File: config.mk
export PLATFORM = sky130hd
export DESIGN_NAME = operand_entry_flat
export DESIGN_NICKNAME = d
export VERILOG_FILES = /design/src/rtl/operand_entry_if.sv /design/src/rtl/operand_entry.sv /design/src/flat_wrapper.sv
export SDC_FILE = /design/constraint.sdc
export NUM_CORES = 1
export LEC_CHECK = 0
export CELL_PAD_IN_SITES_DETAIL_PLACEMENT = 0
export CELL_PAD_IN_SITES_GLOBAL_PLACEMENT = 1
export CORE_UTILIZATION = 44
export CTS_BUF_LIST = sky130_fd_sc_hd__clkbuf_8
export CTS_CLUSTER_SIZE = 10
export DETAILED_ROUTE_END_ITERATION = 10
export PLACE_DENSITY_LB_ADDON = 0.08
export SLEW_MARGIN = 20
export SYNTH_ARGS = -nofsm -noshare
export SYNTH_HDL_FRONTEND = slang
export SYNTH_SLANG_ARGS = --single-unit
File: constraint.sdc
create_clock -name Clk -period 3.8 [get_ports Clk]
set_input_delay 1.14 -clock Clk [delete_from_list [all_inputs] [get_ports Clk]]
set_output_delay 1.14 -clock Clk [all_outputs]
set_load 0.05 [all_outputs]
File: src/rtl/operand_entry_if.sv
// Keypad operand entry: key inputs and operand/status outputs.
// master drives keys and observes results; slave is the entry unit.
interface operand_entry_if;
    logic       KeyValid;
    logic [3:0] KeyCode;
    logic [7:0] Data1;
    logic [7:0] Data2;
    logic       Ready;
    logic       Error;
    logic [1:0] Phase;

    modport master (
        output KeyValid, KeyCode,
        input  Data1, Data2, Ready, Error, Phase
    );

    modport slave (
        input  KeyValid, KeyCode,
        output Data1, Data2, Ready, Error, Phase
    );
endinterface

File: src/rtl/operand_entry.sv
// Keypad operand entry: collects two decimal operands for the adder stage.
// Optional macro OPERAND_SATURATE_EN clamps overflowing operands to 255.
module operand_entry #(
    parameter int MAX_DIGITS = 3
) (
    input  logic      Clk,
    input  logic      Clear,
    operand_entry_if.slave bus
);

    typedef enum logic [1:0] {
        ENTER_A = 2'b00,
        ENTER_B = 2'b01,
        DONE    = 2'b10
    } phase_t;

    localparam int CW = $clog2(MAX_DIGITS + 1);
    localparam logic [CW-1:0] CNT_MAX = CW'(MAX_DIGITS);
    localparam logic [CW-1:0] CNT_ONE = CW'(1);

    phase_t        state, state_n;
    logic [7:0]    data1, data1_n;
    logic [7:0]    data2, data2_n;
    logic          err, err_n;
    logic [CW-1:0] cnt, cnt_n;
    logic          kv_q;

    logic          key_event;
    logic          is_digit, is_enter, is_cancel;
    logic [7:0]    acc;
    logic [11:0]   sum;
    logic          ovf;
    logic [7:0]    stored;

    assign key_event = bus.KeyValid & ~kv_q;
    assign is_digit  = bus.KeyCode <= 4'd9;
    assign is_enter  = bus.KeyCode == 4'hA;
    assign is_cancel = bus.KeyCode == 4'hC;

    // Next digit value of the active operand, widened to catch overflow.
    always_comb begin
        acc = (state == ENTER_B) ? data2 : data1;
        sum = {4'd0, acc} * 12'd10 + {8'd0, bus.KeyCode};
        ovf = sum > 12'd255;
`ifdef OPERAND_SATURATE_EN
        stored = ovf ? 8'hFF : sum[7:0];
`else
        stored = sum[7:0];
`endif
    end

    // Edge detector on KeyValid; held high out of reset so a held key is not an event.
    always_ff @(posedge Clk or negedge Clear) begin
        if (!Clear) kv_q <= 1'b1;
        else        kv_q <= bus.KeyValid;
    end

    // State and operand registers.
    always_ff @(posedge Clk or negedge Clear) begin
        if (!Clear) begin
            state <= ENTER_A;
            data1 <= 8'd0;
            data2 <= 8'd0;
            err   <= 1'b0;
            cnt   <= '0;
        end else begin
            state <= state_n;
            data1 <= data1_n;
            data2 <= data2_n;
            err   <= err_n;
            cnt   <= cnt_n;
        end
    end

    // Key event handling: cancel, enter, digit; other codes fall through.
    always_comb begin
        state_n = state;
        data1_n = data1;
        data2_n = data2;
        err_n   = err;
        cnt_n   = cnt;
        if (key_event) begin
            unique case (1'b1)
                is_cancel: begin
                    state_n = ENTER_A;
                    data1_n = 8'd0;
                    data2_n = 8'd0;
                    err_n   = 1'b0;
                    cnt_n   = '0;
                end
                is_enter: begin
                    unique case (state)
                        ENTER_A: begin
                            state_n = ENTER_B;
                            data2_n = 8'd0;
                            cnt_n   = '0;
                        end
                        ENTER_B: begin
                            state_n = DONE;
                            cnt_n   = '0;
                        end
                        default: ;
                    endcase
                end
                is_digit: begin
                    if (state == DONE) begin
                        state_n = ENTER_A;
                        data1_n = {4'd0, bus.KeyCode};
                        data2_n = 8'd0;
                        err_n   = 1'b0;
                        cnt_n   = CNT_ONE;
                    end else if (cnt < CNT_MAX) begin
                        if (state == ENTER_B) data2_n = stored;
                        else                  data1_n = stored;
                        err_n = err | ovf;
                        cnt_n = cnt + CNT_ONE;
                    end
                end
                default: ;
            endcase
        end
    end

    assign bus.Data1 = data1;
    assign bus.Data2 = data2;
    assign bus.Error = err;
    assign bus.Ready = state == DONE;
    assign bus.Phase = state;

endmodule

File: src/flat_wrapper.sv
// flat-port wrapper written by rule: the top's interface ports become plain ports
module operand_entry_flat 
#(
    parameter int MAX_DIGITS = 3
)
  (Clk, Clear, bus_KeyValid, bus_KeyCode, bus_Data1, bus_Data2, bus_Ready, bus_Error, bus_Phase);
  operand_entry_if bus_i ();
  input  logic Clk;
  input  logic Clear;
  input wire logic [$bits(bus_i.KeyValid)-1:0] bus_KeyValid;
  input wire logic [$bits(bus_i.KeyCode)-1:0] bus_KeyCode;
  output wire logic [$bits(bus_i.Data1)-1:0] bus_Data1;
  output wire logic [$bits(bus_i.Data2)-1:0] bus_Data2;
  output wire logic [$bits(bus_i.Ready)-1:0] bus_Ready;
  output wire logic [$bits(bus_i.Error)-1:0] bus_Error;
  output wire logic [$bits(bus_i.Phase)-1:0] bus_Phase;
  assign bus_i.KeyValid = bus_KeyValid;
  assign bus_i.KeyCode = bus_KeyCode;
  assign bus_Data1 = bus_i.Data1;
  assign bus_Data2 = bus_i.Data2;
  assign bus_Ready = bus_i.Ready;
  assign bus_Error = bus_i.Error;
  assign bus_Phase = bus_i.Phase;
  operand_entry #(.MAX_DIGITS(MAX_DIGITS)) u_core (.Clk(Clk), .Clear(Clear), .bus(bus_i));
endmodule
==> metrics, run 1 <==
outcome finished clean; DRT iter0 DRCs 133; DR vias 1348; max-cap viol count 0; Syn. warnings 0; Core Region 3740 um2; H-tree levels 1; worst-path maximum fanout 9; Place WS about 0.35 ns; Tcrit/Tclk final about nine tenths; Top delay family on crit path adder cells; hpwl dp between 2 and 3 mm; # IOs 27; Int Power 0.840 mW; CP most frequent cell ha_1; kind of start point of the critical path flip-flop; Worst-Skew Late Latency approximately 0.26 ns; Worst Max-Slew Pin Slew between 0.5 and 0.6 ns; first-pass GRT wire length about 6.7 mm; Post-synth EDFFs 0; post-CTS setup repair buffer count 0; final wirelength 3.83 mm; VDD IR max between 0.3 and 0.4 mV; sequential fraction of the synthesis area between 30 and 40%; Synth Area per Inst 10.4 um2; grt ovf 0; initial antenna violation count 0; CP arrival around 3.5 ns; Overall Global Routing Usage about a fifth; clock sinks 22; share of post-route cells with drive strength above 1 18.9%; Comb power frac approximately two thirds; post-layout worst setup margin 0.415 ns; Gates resized, CTS repair 0; RSZ-0062 raised after global routing no; Final min period 3.39 ns; synth unique cells between 40 and 50; Mapped Area approximately 1800 um2; clock transition at the registers of the reported paths about 0.070 ns; Final TNS setup 0 ns; Synth Area in Simple Gates a little under an eighth; register bit total from synthesis 22; DP Area 2050 um2; Max clock buf depth 2; commonest non-fill, non-tap cell in the layout clkdlybuf4s50_1; RD Place Congestion ~0.85; initial core utilization 47.2%; Final setup viols 0; critical-path cell list inv_1 -> ha_1 -> mux2_2 -> ha_1 -> ha_1 -> inv_1 -> fa_1 -> xnor2_1 -> nand3b_1 -> nor2_1 -> xor2_1 -> nor2_1 -> mux2_4; largest family of logic cells by synthesized area adder cells; DR WL/cell ~16 um; Vias/cell 5.52; switching share of power roughly half; clock power share roughly 9.0%; slew margin rel. approximately two thirds; nets@finish 226; detailed-router iteration count before antenna repair 4; Die Height ~65 um; Power Total between 1.5 and 2 mW; Synth Area in Compound Gates between 10% and 20%; CP Depth 13; die area between 4000 and 5000 um2; Worst EP required 3.94 ns; Final Instance Area about 2100 um2; Adder-Cell Fraction of Synth Area 17.1%; number of global-route vias before repair 1421; DRT antenna net count 0; top_reg_cell synth dfrtp_1; die width approximately 65 um; Post-CTS Hold Fix Bufs 0; Crit. End Element flip-flop; Post-Synth XOR/XNOR Area between 3 and 4%; PwrDens 774 nW/um2; leakage power roughly 0.94 nW; Synth Instances between 150 and 200; crit path buf inv count 2; Slew Limit Fails 0; slowest stage delay, CP about 0.42 ns; CTS tree done; kind of critical path flip-flop to flip-flop; multiplexer share of the synthesized area between 10% and 20%; asr flop ratio synth 100%; slowest CP cell mux2_2; syn_nets between 150 and 200; Worst Hold Class flip-flop to flip-flop; Worst Skew just under 0.009 ns; r2r worst-path depth 13; switching power just under 0.8 mW; area grow syn2layout 18.3%; Seq pwr share between 20% and 30%; Hold Vio Cnt, Final 0; Hold Crit Depth 1; CTS Root Cell clkbuf_8; Post-Route Utilization 55.8%; commonest non-fill, non-tap cells in the layout 25 x clkdlybuf4s50_1, 21 x dfrtp_1, 20 x ha_1; Num CTS Buffers 3; std cell rows 22; largest net degree at the start of global routing 23; Port Buffers 26; f_max ~300 MHz; Residual DRC 0; ANT cells 0
[routing by layer]
metal / global-route usage, % / routed length, um
met1: 27.1 / 1840
met2: 34.4 / 1810
met3: 2.43 / 127
met4: 6.25 / 39
met5: 0 / 0
[metrics by stage]
stage | hold WS, ns | std cells
2_1_floorplan | 0.470 | 170
3_3_place_gp | 0.483 | 240
3_5_place_dp | 0.494 | 240
4_1_cts | 0.512 | 244
5_1_grt | 0.563 | 244
6_report | 0.507 | 244
[worst paths after layout]
check | slack, ns | start | end
max reg2reg | 0.41 | u_core.bus.Phase[1] | u_core.bus.Data2[7]
max in group asynchronous | 2.59 | Clear | u_core.kv_q
min in group asynchronous | 0.84 | Clear | u_core.bus.Data2[2]
min reg2reg | 0.51 | u_core.cnt[1] | u_core.cnt[1]
max | 0.41 | u_core.bus.Phase[1] | u_core.bus.Data2[7]
min | 0.51 | u_core.cnt[1] | u_core.cnt[1]
[worst reg2reg max path, cell delays in order (launching register included)]
cell and delay, ns:
dfrtp_1 0.41, inv_1 0.11, ha_1 0.41, mux2_2 0.42, ha_1 0.29, ha_1 0.17, inv_1 0.06, fa_1 0.39
xnor2_1 0.26, nand3b_1 0.13, nor2_1 0.13, xor2_1 0.16, nor2_1 0.07, mux2_4 0.26
[synth_stat cells (all sizes together), types with 3 or more instances]
master   n  area [um2]
a21o     3        23.8
nand2    8        32.5
xnor2    4        35.0
ha      20         250
dfrtp   21         526
nand3    3        27.5
o31ai    5        51.3
o21ai    8        40.0
inv     15        56.3
nand2b   3        18.8
buf      5        43.8
a21oi   12        71.3
mux2    19         248
nor2    16        70.1
xor2     4        35.0
[power groups by stage]
stage / sequential (mW) / combinational [mW] / clock (mW)
after floorplan: 0.614 / 0.577 / 0
after global placement: 0.383 / 1.07 / 0
after detailed placement: 0.384 / 1.09 / 0
after CTS: 0.379 / 1.10 / 0.152
after global routing: 0.392 / 1.20 / 0.162
final: 0.379 / 1.10 / 0.146
[cells by family after synthesis]
group | count (synthesis)
simple gates | 38
mux | 21
compound gates | 38
fa+ha+maj | 23
flops | 22
buf+inv | 20
xor+xnor | 8
[final cells by class]
| class | instances | area (um2) |
|---|---|---|
| repair buffers | 27 | 263 |
| clock buffers | 3 | 41.3 |
| well taps | 48 | 60.1 |
| fillers | 352 | 1650 |
| multi-input cells | 128 | 1110 |
| flip-flops and latches | 22 | 552 |
| inverters | 15 | 56.3 |
| clock inverters | 1 | 3.75 |
[flip-flops by register name (all words and copies together), names as in the netlist]
name / count
u_core.bus.Data1: 8
u_core.bus.Data2: 8
u_core.bus.Phase: 2
u_core.cnt: 2
u_core.bus.Error: 1
u_core.kv_q: 1
Note: power is estimated with default switching activity, not from simulation.
==> run 2: changes to the inputs <==
- SLEW_MARGIN: 20 -> unset
==> run 2 against run 1 <==
  * First-iteration DRC count unchanged
  * Die area is the same
  * Worst hold slack unchanged
  * Utilization increased by 0.13 points
  * Sequential share of layout area fell by 0.063 points
  * Sequential cell count is the same
  * Total power barely moved
  * Non-clock buffer count did not move
  * Register-to-register slack about the same
  * Clock power is essentially flat
  * Worst setup slack unchanged
  * Critical endpoint unchanged
==> metrics, run 2 (synthesis results as in run 1) <==
outcome finished clean; post-layout worst setup margin 0.415 ns (unchanged); clock transition at the registers of the reported paths 0.07 ns (about the same); Worst Hold Class flip-flop to flip-flop; H-tree levels 1 (unchanged); DR WL met3 127 um (unchanged); Post-CTS Hold Fix Bufs 0 (unchanged); nets@finish 226 (unchanged); r2r worst-path depth 13 (unchanged); flop2flop setup slack 0.41 ns (about the same); dpl cells 240 (unchanged); Gates resized, CTS repair 0 (unchanged); Top Metal Used met4; first-pass GRT wire length 6.69 mm (unchanged); Num CTS Buffers 3 (unchanged); Crit. End Element flip-flop; number of fillers in the final layout 352 (unchanged); ANT cells 0 (unchanged); std cell rows 22 (unchanged); commonest non-fill, non-tap cell in the layout clkdlybuf4s50_1; CP arrival 3.53 ns (about the same); non-filler cells, final 244 (unchanged); post-CTS setup repair buffer count 0 (unchanged); Hold Vio Cnt, Final 0 (unchanged); Worst-Skew Late Latency 0.26 ns (about the same); hpwl dp 2.98 mm (unchanged); RSZ-0062 raised after global routing no; Vias/cell 5.53 (+0.15%); Worst EP required 3.94 ns (about the same); DRT antenna net count 0 (unchanged); worst hold start u_core.cnt[1]; Place WS 0.352 ns (unchanged); kind of critical path flip-flop to flip-flop; largest net degree at the start of global routing 23 (unchanged); reg-to-reg startpoint u_core.bus.Phase[1]; leakage power 0.935 nW (about the same); slew margin rel. 32.7% (-34 points); CTS Root Cell clkbuf_8; detailed-router iteration count before antenna repair 4 (unchanged); RD Place Congestion 0.850 (unchanged); Final setup viols 0 (unchanged); max-cap viol count 0 (unchanged); Port Buffers 26 (unchanged); DR vias 1350 (+0.15%); Die Height 65.4 um (unchanged); Tcrit/Tclk final 89.1% (unchanged); Worst Max-Slew Pin Slew 1.01 ns (+0.501 ns); PwrDens 773 nW/um2 (-0.21%); grt ovf 0 (unchanged); commonest non-fill, non-tap cells in the layout 26 x clkdlybuf4s50_1, 21 x dfrtp_1, 20 x ha_1; share of post-route cells with drive strength above 1 18.4% (-0.51 points); die area 4270 um2 (unchanged); met1 wire length 1.84 mm (unchanged); hold endpoint u_core.cnt[1]; area grow syn2layout 18.6%; Overall Global Routing Usage 20.4% (unchanged); kind of start point of the critical path flip-flop; CTS tree done; Final min period 3.39 ns (unchanged); initial antenna violation count 0 (unchanged); number of global-route vias before repair 1421 (unchanged); Worst Skew 0.00884 ns (unchanged); # IOs 27 (unchanged); worst r2r dst u_core.bus.Data2[7]; Slew Limit Fails 0 (unchanged); final wirelength 3.83 mm (about the same); Max clock buf depth 2 (unchanged); VDD IR max 0.367 mV (unchanged); f_max 295 MHz (unchanged); DR WL/cell 15.7 um (about the same); Hold Crit Depth 1 (unchanged); DRT iter0 DRCs 133 (unchanged); Residual DRC 0 (unchanged); met2 WL 1.82 mm (about the same); Core Region 3740 um2 (unchanged); Final TNS setup 0 ns (unchanged); worst-path maximum fanout 9 (unchanged); initial core utilization 47.2% (unchanged); clock sinks 22 (unchanged); die width 65.4 um (unchanged)
run 2: per-layer routing:
| metal | vias up | track usage [%] |
|---|---|---|
| met2 | 28 | 34.4 |
| met5 | - | 0 |
| met1 | 665 | 27.1 |
| met3 | 4 | 2.43 |
| met4 | 0 | 6.25 |
| li1 | 653 | - |
run 2: worst max path at each step:
stage	cells after the start	to	slack (ns)	start
2_1_floorplan	13	u_core.bus.Data1[7]	0.39	u_core.bus.Phase[0]
3_3_place_gp	10	u_core.bus.Data1[5]	0.38	bus_KeyCode[1]
3_5_place_dp	10	u_core.bus.Data1[5]	0.35	bus_KeyCode[1]
4_1_cts	13	u_core.bus.Data2[7]	0.39	u_core.bus.Phase[1]
5_1_grt	13	u_core.bus.Data2[7]	0.20	u_core.bus.Phase[1]
6_report	13	u_core.bus.Data2[7]	0.41	u_core.bus.Phase[1]
run 2: report_power, final:
part / leakage [nW] / switching [mW] / internal, mW
clock: 0.0269 / 0.0736 / 0.0719
sequential: 0.282 / 0.0640 / 0.315
combinational: 0.626 / 0.642 / 0.454
run 2: through the flow:
stage / utilization [%] / hold slack, ns / power (mW) / area [um2]
after floorplan: - / 0.470 / 1.19 / 1770
after global placement: 54.8 / 0.483 / 1.46 / 2050
after detailed placement: 54.8 / 0.494 / 1.47 / 2050
after CTS: 56.0 / 0.512 / 1.63 / 2100
after global routing: 56.0 / 0.563 / 1.75 / 2100
final: 56.0 / 0.507 / 1.62 / 2100
run 2: final cells by class:
type	instances	area [um2]	share of cell area, %
inverter	15	56.3	2.69
clock buffer	3	41.3	1.97
sequential	22	552	26.3
timing repair buffer	27	268	12.8
multi-input combinational	128	1110	53.2
clock inverter	1	3.75	0.179
tap	48	60.1	2.87
run 2: critical path, cell delays in order (launching register included):
cell and delay, ns:
dfrtp_1 0.41, inv_1 0.11, ha_1 0.41, mux2_2 0.42, ha_1 0.29, ha_1 0.17
inv_1 0.06, fa_1 0.39, xnor2_1 0.26, nand3b_1 0.13, nor2_1 0.13, xor2_1 0.16
nor2_1 0.07, mux2_4 0.26
